## src/rtl/modn_updown_counter_if.sv

```systemverilog
// Control and status bundle for the modulo-N up/down counter.
interface modn_updown_counter_if #(
   parameter int unsigned W = 3
);
   logic         CLR;
   logic         LOAD;
   logic [W-1:0] D;
   logic         EN;
   logic         UP;
   logic [W-1:0] Q;
   logic         TC;
   logic         CO;
   logic         ERR;

   // Controller side: drives commands, observes count and flags
   modport master (
      output CLR, LOAD, D, EN, UP,
      input  Q, TC, CO, ERR
   );

   // Counter side: receives commands, reports count and flags
   modport slave (
      input  CLR, LOAD, D, EN, UP,
      output Q, TC, CO, ERR
   );
endinterface

```

## src/rtl/modn_updown_counter.sv

```systemverilog
// Parametrised modulo-N up/down counter with load, clear, terminal count,
// cascade carry and a sticky illegal-load flag.
module modn_updown_counter #(
   parameter int unsigned N       = 5,
   parameter int unsigned W       = 3,
   parameter int unsigned RST_VAL = 0
) (
   input logic                  CLK,
   input logic                  RST,
   modn_updown_counter_if.slave bus
);

   localparam logic [W-1:0] L_MAX = W'(N - 1);
   localparam logic [W-1:0] L_RST = W'(RST_VAL);
   localparam logic [W:0]   L_MOD = (W+1)'(N);

   typedef enum logic [1:0] {
      S_IDLE     = 2'd0,
      S_COUNT    = 2'd1,
      S_HOLD_ERR = 2'd2
   } state_t;

   state_t       r_state;
   state_t       w_state_next;
   logic [W-1:0] r_q;
   logic [W-1:0] w_q_next;
   logic         r_co;
   logic         w_co_next;
   logic         r_err;
   logic         w_d_legal;
   logic         w_at_top;
   logic         w_at_zero;
   logic         w_in_range;

   // Range and boundary compares on the load data and current count
   assign w_d_legal  = ({1'b0, bus.D} < L_MOD);
   assign w_in_range = ({1'b0, r_q} < L_MOD);
   assign w_at_top   = (r_q == L_MAX);
   assign w_at_zero  = (r_q == '0);

   // State register
   always_ff @(posedge CLK or posedge RST) begin
      if (RST) begin
         r_state <= S_IDLE;
      end else begin
         r_state <= w_state_next;
      end
   end

   // Next-state, next-count and carry: CLR > LOAD > EN > hold
   always_comb begin
      w_state_next = bus.EN ? S_COUNT : S_IDLE;
      w_q_next     = r_q;
      w_co_next    = 1'b0;

      if (bus.CLR) begin
         w_q_next     = '0;
         w_state_next = S_IDLE;
      end else if (bus.LOAD) begin
         if (w_d_legal) begin
            w_q_next = bus.D;
         end else begin
            w_q_next     = '0;
            w_state_next = S_HOLD_ERR;
         end
      end else if (bus.EN) begin
         if (!w_in_range) begin
            // Out-of-range count (e.g. upset) recovers to zero, no carry
            w_q_next = '0;
         end else if (bus.UP) begin
            if (w_at_top) begin
               w_q_next  = '0;
               w_co_next = 1'b1;
            end else begin
               w_q_next = r_q + W'(1);
            end
         end else begin
            if (w_at_zero) begin
               w_q_next  = L_MAX;
               w_co_next = 1'b1;
            end else begin
               w_q_next = r_q - W'(1);
            end
         end
      end
   end

   // Count, carry and sticky error registers
   always_ff @(posedge CLK or posedge RST) begin
      if (RST) begin
         r_q   <= L_RST;
         r_co  <= 1'b0;
         r_err <= 1'b0;
      end else begin
         r_q   <= w_q_next;
         r_co  <= w_co_next;
         r_err <= r_err | (r_state == S_HOLD_ERR);
      end
   end

   // ERR shows during the error-marker cycle and latches from then on
   assign bus.Q   = r_q;
   assign bus.CO  = r_co;
   assign bus.ERR = r_err | (r_state == S_HOLD_ERR);
   assign bus.TC  = bus.EN & ((bus.UP & w_at_top) | (~bus.UP & w_at_zero));

endmodule

```

## src/flat_wrapper.sv

```systemverilog
// flat-port wrapper written by rule: the top's interface ports become plain ports
module modn_updown_counter_flat 
#(
   parameter int unsigned N       = 5,
   parameter int unsigned W       = 3,
   parameter int unsigned RST_VAL = 0
)
  (CLK, RST, bus_CLR, bus_LOAD, bus_D, bus_EN, bus_UP, bus_Q, bus_TC, bus_CO, bus_ERR);
  modn_updown_counter_if #(.W(W)) bus_i ();
  input logic CLK;
  input logic RST;
  input wire logic [$bits(bus_i.CLR)-1:0] bus_CLR;
  input wire logic [$bits(bus_i.LOAD)-1:0] bus_LOAD;
  input wire logic [$bits(bus_i.D)-1:0] bus_D;
  input wire logic [$bits(bus_i.EN)-1:0] bus_EN;
  input wire logic [$bits(bus_i.UP)-1:0] bus_UP;
  output wire logic [$bits(bus_i.Q)-1:0] bus_Q;
  output wire logic [$bits(bus_i.TC)-1:0] bus_TC;
  output wire logic [$bits(bus_i.CO)-1:0] bus_CO;
  output wire logic [$bits(bus_i.ERR)-1:0] bus_ERR;
  assign bus_i.CLR = bus_CLR;
  assign bus_i.LOAD = bus_LOAD;
  assign bus_i.D = bus_D;
  assign bus_i.EN = bus_EN;
  assign bus_i.UP = bus_UP;
  assign bus_Q = bus_i.Q;
  assign bus_TC = bus_i.TC;
  assign bus_CO = bus_i.CO;
  assign bus_ERR = bus_i.ERR;
  modn_updown_counter #(.N(N), .W(W), .RST_VAL(RST_VAL)) u_core (.CLK(CLK), .RST(RST), .bus(bus_i));
endmodule
```

## config.mk

```make
export PLATFORM = sky130hd
export DESIGN_NAME = modn_updown_counter_flat
export DESIGN_NICKNAME = d
export VERILOG_FILES = /design/src/rtl/modn_updown_counter_if.sv /design/src/rtl/modn_updown_counter.sv /design/src/flat_wrapper.sv
export SDC_FILE = /design/constraint.sdc
export NUM_CORES = 1
export LEC_CHECK = 0
export BUFFER_PORTS_ARGS = -buffer_cell sky130_fd_sc_hd__buf_2
export CAP_MARGIN = 20
export CORE_AREA = 2 2 39 41
export CTS_CLUSTER_SIZE = 28
export DETAILED_ROUTE_END_ITERATION = 10
export DIE_AREA = 0 0 41 43
export MAX_ROUTING_LAYER = met4
export SYNTH_ARGS = -nofsm -noshare
export SYNTH_HDL_FRONTEND = slang
export SYNTH_SLANG_ARGS = --single-unit
```

## constraint.sdc

```tcl
create_clock -name CLK -period 1.5 [get_ports CLK]
set_input_delay 0.15 -clock CLK [delete_from_list [all_inputs] [get_ports CLK]]
set_output_delay 0.15 -clock CLK [all_outputs]
set_load 0.02 [all_outputs]
```

# --- Word level (Yosys, flattened, before mapping) ---
# Index checks and enable logic that the tools add are counted.
word_totals:
  input_bits: 9
  ff_bits: 7
  wordCells: 37
classes:
  n_bitwise: 6
  reduce_logical: 2
  muxes: 19
  n_eq_ne: 2
  add_sub_neg: 2
  order_cmp: 2
op_table:
  columns: ["op", "n"]
  rows:
  - ["$mux W3", 8]
  - ["$mux W1", 8]
  - ["$lt A3 B3 Y1 const B", 2]
  - ["$mux W2", 3]
  - ["$add A3 B1 Y3 const B", 1]
  - ["$and A1 B1 Y1", 3]
  - ["$eq A3 B3 Y1 const B", 1]
  - ["$logic_not A3 Y1", 1]
  - ["$reduce_bool A3 Y1", 1]
  - ["$sub A3 B1 Y3 const B", 1]
  - ["$eq A2 B2 Y1 const B", 1]
  - ["$or A1 B1 Y1", 2]
  - ["$not A1 Y1", 1]

# --- Longest topological paths before layout ---
logic_depth:
  ltp_word: 7
  ltp_mapped: 6

# --- Least setup slack after synthesis ---
# No wires, ideal clock.
synth_timing:
  kind: "register to register"
  from: "reg u_core.r_q[0], in the netlist u_core.bus.Q[0]"
  to: "reg u_core.r_q[0], in the netlist u_core.bus.Q[0]"
  setup_ns: 0.094
  stages_incl_launch_ff: 7
  arrival_ns: 1.693
  n_path_buf: 0
  setup_slack_ns: -0.287
  required_time_ns: 1.406
  cell_sequence: "dfrtp_1 inv_1 ha_1 a21o_1 a2111oi_2 a211oi_1 a211oi_1"
synth_via:
  elab_chain_len: 7
  elab_cells_between_ends: 12
  cone_classes: "add/sub: 2; order compare: 1; eq/ne: 1; mux: 7; reduce/logical: 1"
synth_lines:
  columns: ["item", "line", "source"]
  rows:
  - ["start, declared", "modn_updown_counter.sv:25", "logic [W-1:0] r_q;"]
  - ["start signal, assigned", "modn_updown_counter.sv:95", "r_q <= w_q_next;"]
  - ["$sub A3 B1 Y3, or another cell as far along", "modn_updown_counter.sv:82", "w_q_next = r_q - W'(1);"]
  - ["$mux W3 (on tied branches)", "modn_updown_counter.sv:78, modn_updown_counter.sv:71", null]
  - ["$mux W3", "modn_updown_counter.sv:70", "end else if (bus.UP) begin"]
  - ["$mux W3 (*)", "modn_updown_counter.sv:67", "if (!w_in_range) begin"]
  - ["$mux W3 (*)", "modn_updown_counter.sv:66", "end else if (bus.EN) begin"]
  - ["$mux W3 (*)", "modn_updown_counter.sv:59", "end else if (bus.LOAD) begin"]
  - ["$mux W3 (*)", "modn_updown_counter.sv:56", "if (bus.CLR) begin"]
# Every way passes the cells marked *; elsewhere a longest branch is shown, timed or not. The select of a mux whose other input is x is not followed.
# A chain may end at the register's enable or synchronous reset.

# --- Worst setup path after layout ---
layout_timing:
  from: "reg u_core.r_q[1], in the netlist u_core.bus.Q[1]"
  to: "reg u_core.r_q[0], in the netlist u_core.bus.Q[0]"
layout_via:
  elab_chain_len: 7
  elab_cells_between_ends: 10
  cone_classes: "order compare: 1; eq/ne: 1; mux: 7; reduce/logical: 1"
layout_lines:
  columns: ["item", "line"]
  rows:
  - ["$eq A3 B3 Y1 or $logic_not A3 Y1 (tied branches)", "modn_updown_counter.sv:38, modn_updown_counter.sv:39"]
  - ["$mux W3 (on tied branches)", "modn_updown_counter.sv:71, modn_updown_counter.sv:78"]
  - ["$mux W3", "modn_updown_counter.sv:70"]
  - ["$mux W3 (*)", "modn_updown_counter.sv:67"]
  - ["$mux W3 (*)", "modn_updown_counter.sv:66"]
  - ["$mux W3 (*)", "modn_updown_counter.sv:59"]
  - ["$mux W3 (*)", "modn_updown_counter.sv:56"]
# Marked as above.

==> run summary <==
The count of cells along the worst hold path came out at 2. The number of diodes added for antenna fixing came out at 0. The startpoint class of the critical path is a flip-flop. The final standard cell area without fillers is 666 µm².

The sequential fraction of the synthesis area came out at 34.9%. The clock skew is 4.98 ps. The height of the die came out at 43 µm.

Cells with a size suffix above 1 make up 42.7% of the layout. The reported max-cap violation count came out at 0. Entering global routing, the biggest net connects 11 pins. The pin slew with the least headroom to its limit is 409 ps. Dividing total power by cell area gives a power density of 836 mW/mm². The maximum clock rate came out at 664 MHz. The deepest clock path buffer count came out at 2. Detailed placement ended at an HPWL of 921 µm. The worst hold slack after final layout came out at 140 ps. The worst setup path is captured at a flip-flop. The startpoint identified for the worst hold timing path is bus_CLR. The first global-routing pass estimated 1950 µm of wire. The final estimated routing congestion in global placement came out at 0.767.

The highest fanout seen on the critical path came out at 7. The final setup violation count came out at 1. The number of standard-cell rows in the floorplan is 14. In this run the cell area measured after placement is 622 µm². The path with the worst hold slack has its endpoint at u_core.r_state[1]. Measured in cells, the most critical reg-to-reg path has a length of 6. The number of fillers in the final layout came out at 134. The worst register-to-register path begins at u_core.bus.Q[1].

The total global routing overflow came out at 0. The die covers 0.00176 mm². The total number of vias is 472. The DRC violation total after the first TritonRoute iteration is 7. The worst setup margin came out at -5.26 ps. The total number of nets in the final design is 88. TritonCTS built the clock tree. The top cell type's share of synthesized area came out at 34.9%. The combined global-route utilization of all metal layers is 17.4%. The most critical setup path has its startpoint at u_core.bus.Q[1]. In this run the post-CTS setup repair buffer count came out at 0. The cell sitting at the root of the clock tree is a sky130_fd_sc_hd__clkbuf_4. The area added between synthesis and finish came out at 32.7%. The routed design has 1260 µm of wire. The post-route minimum period is 1510 ps. The average instance in the mapped netlist occupies 9.29 µm².

The worst setup path is of the flip-flop to flip-flop kind. The number of clock buffers added by TritonCTS is 3. The width of the chip is 41 µm. The starting density of the core is 36.3%. The number of global-route vias before repair is 427. Sorting the synthesized cells by area gives the leading types as sky130_fd_sc_hd__dfrtp_1 (35%), sky130_fd_sc_hd__ha_1 (7.5%), sky130_fd_sc_hd__nor2b_1 (5.0%).

The number of different library cells in the post-synthesis netlist came out at 29. The post-route clock period utilization came out at 100%. The power consumption is 557 µW. Across the VDD grid, the largest voltage drop is 358 µV. The total of warnings raised by yosys came out at 0. The count of mapped cells out of synthesis came out at 54. The run finished, with violations left.

The leakage component of the power is 0.312 nW. The core region area is 0.00138 mm². The count of final hold-check violations came out at 0. Clock-pin slew was measured on the worst setup and hold paths at 60 ps. The relative max-transition margin came out at 72.6%.

Of all cell types, the one taking the most synthesized area is sky130_fd_sc_hd__dfrtp_1. The DRC violation count after routing is 0. The iteration count of the initial detailed-routing pass came out at 3.

Setup slack on the worst reg-to-reg path comes out at -5 ps. Clock latency on the worst-skew pair, taken at its later pin, is 270 ps. The data arrival time of the worst path came out at 1680 ps. In this run, synthesis produced a sequential element count of 7. Setup repair after global routing could not meet its margin everywhere. The clock sink total came out at 7. The worst setup timing slack at the placement stage is 7.94 ps. STA puts the critical path data required time at 1670 ps. In this run the critical register-to-register path is captured at u_core.bus.Q[0]. The netlist area before placement came out at 502 µm².

The quantity of I/O buffers inserted on ports came out at 14. The detail route stage leaves a number of antenna-violating nets equal to 0. The detail-routed net length per standard cell is 13.9 µm. The final count of pins violating max slew came out at 0. When the netlist entered floorplanning its net count stood at 66. The initial antenna violation count came out at 0. For this design the top-level I/O count stands at 15. The number of H-tree levels came out at 1. The checks that failed: negative setup slack.

The via density per instance came out at 5.19. In this run the worst hold path is classified as input port to flip-flop.
## logic make-up (layout without fill, tap and decap cells)
group	Yosys count	count (layout)	share of synthesized area, %
flops	7	7	34.9
fa+ha+maj	3	3	7.48
simple gates	18	18	23.2
xor+xnor	1	1	1.75
buf+inv	8	29	8.23
compound gates	17	17	24.4
## stage by stage
step	util, %	TNS, ps	std cells
global route	48.1	-138	91
CTS	47.6	-18.6	91
floorplan	-	0	54
detailed placement	44.9	0	86
global placement	44.9	-8.85	86
finish	48.1	-5.26	91
## synthesized netlist by cell type, drive strengths merged
| cell type | count |
|---|---|
| a2111oi | 2 |
| a211oi | 2 |
| a21o | 2 |
| a21oi | 2 |
| a31oi | 2 |
| and2b | 1 |
| and3 | 1 |
| and3b | 1 |
| and4b | 1 |
| buf | 2 |
| clkbuf | 1 |
| dfrtp | 7 |
| ha | 3 |
| inv | 5 |
| nand2 | 2 |
| nand4 | 1 |
| nor2 | 3 |
| nor2b | 4 |
| nor3 | 1 |
| nor3b | 1 |
| o211ai | 1 |
| o21ai | 3 |
| o31ai | 2 |
| o41ai | 1 |
| or2b | 1 |
| or4 | 1 |
| xnor2 | 1 |
## flip-flops by register name (all words and copies together), names as in the netlist
signal	cells
u_core.bus.CO	1
u_core.bus.Q	3
u_core.r_err	1
u_core.r_state	2
## cell usage in the layout, fill, tap and decap left out, drive strengths merged, types with 2 or more instances in the layout
master / instances
a2111oi: 2
a211oi: 2
a21o: 2
a21oi: 2
a31oi: 2
buf: 19
clkbuf: 4
dfrtp: 7
ha: 3
inv: 5
nand2: 2
nor2: 3
nor2b: 4
o21ai: 3
o31ai: 2
## power breakdown
part	internal (mW)	switching (mW)	total, mW	leakage [nW]
combinational	0.0734	0.0858	0.159	0.212
clock	0.102	0.0840	0.186	0.0150
sequential	0.200	0.0111	0.211	0.0850
total	0.376	0.181	0.557	0.312
## layout make-up
type | count | area (µm²) | share of cell area (%)
Clock buffer | 4 | 26.3 | 3.95
Inverter | 5 | 18.8 | 2.82
Multi-Input combinational cell | 39 | 304 | 45.7
Sequential cell | 7 | 179 | 26.9
Tap cell | 16 | 20.0 | 3.01
Timing Repair Buffer | 20 | 118 | 17.7
## critical path, stage by stage (launching register included)
cell and delay [ps]:
sky130_fd_sc_hd__dfrtp_2 400, sky130_fd_sc_hd__inv_2 70, sky130_fd_sc_hd__ha_4 180, sky130_fd_sc_hd__a21o_1 190, sky130_fd_sc_hd__a2111oi_2 290, sky130_fd_sc_hd__a211oi_1 90, sky130_fd_sc_hd__a211oi_1 190
## worst max path at each step
stage,to,slack [ps],cells past startpoint
final,u_core.bus.Q[0],-5,6
after global routing,u_core.bus.Q[2],-70,5
after CTS,u_core.bus.Q[0],-10,6
after detailed placement,u_core.bus.Q[0],8,6
after global placement,u_core.bus.Q[2],-9,4
after floorplan,u_core.bus.Q[2],0.2,6
## timing repair
action	in CTS	in global routing
setup endpoints to repair	2	4
gates cloned	0	0
gates resized for setup	0	4
hold buffers	1	0
endpoints found under the hold margin	7	0
## per-layer routing
metal,GRT usage (%),routed length [µm],vias up
li1,-,-,239
met2,24.7,634,14
met3,3.14,52,2
met1,21.3,554,217
met4,12.0,21,0
met5,-,0,-
Note: power is estimated with default switching activity, not from simulation.
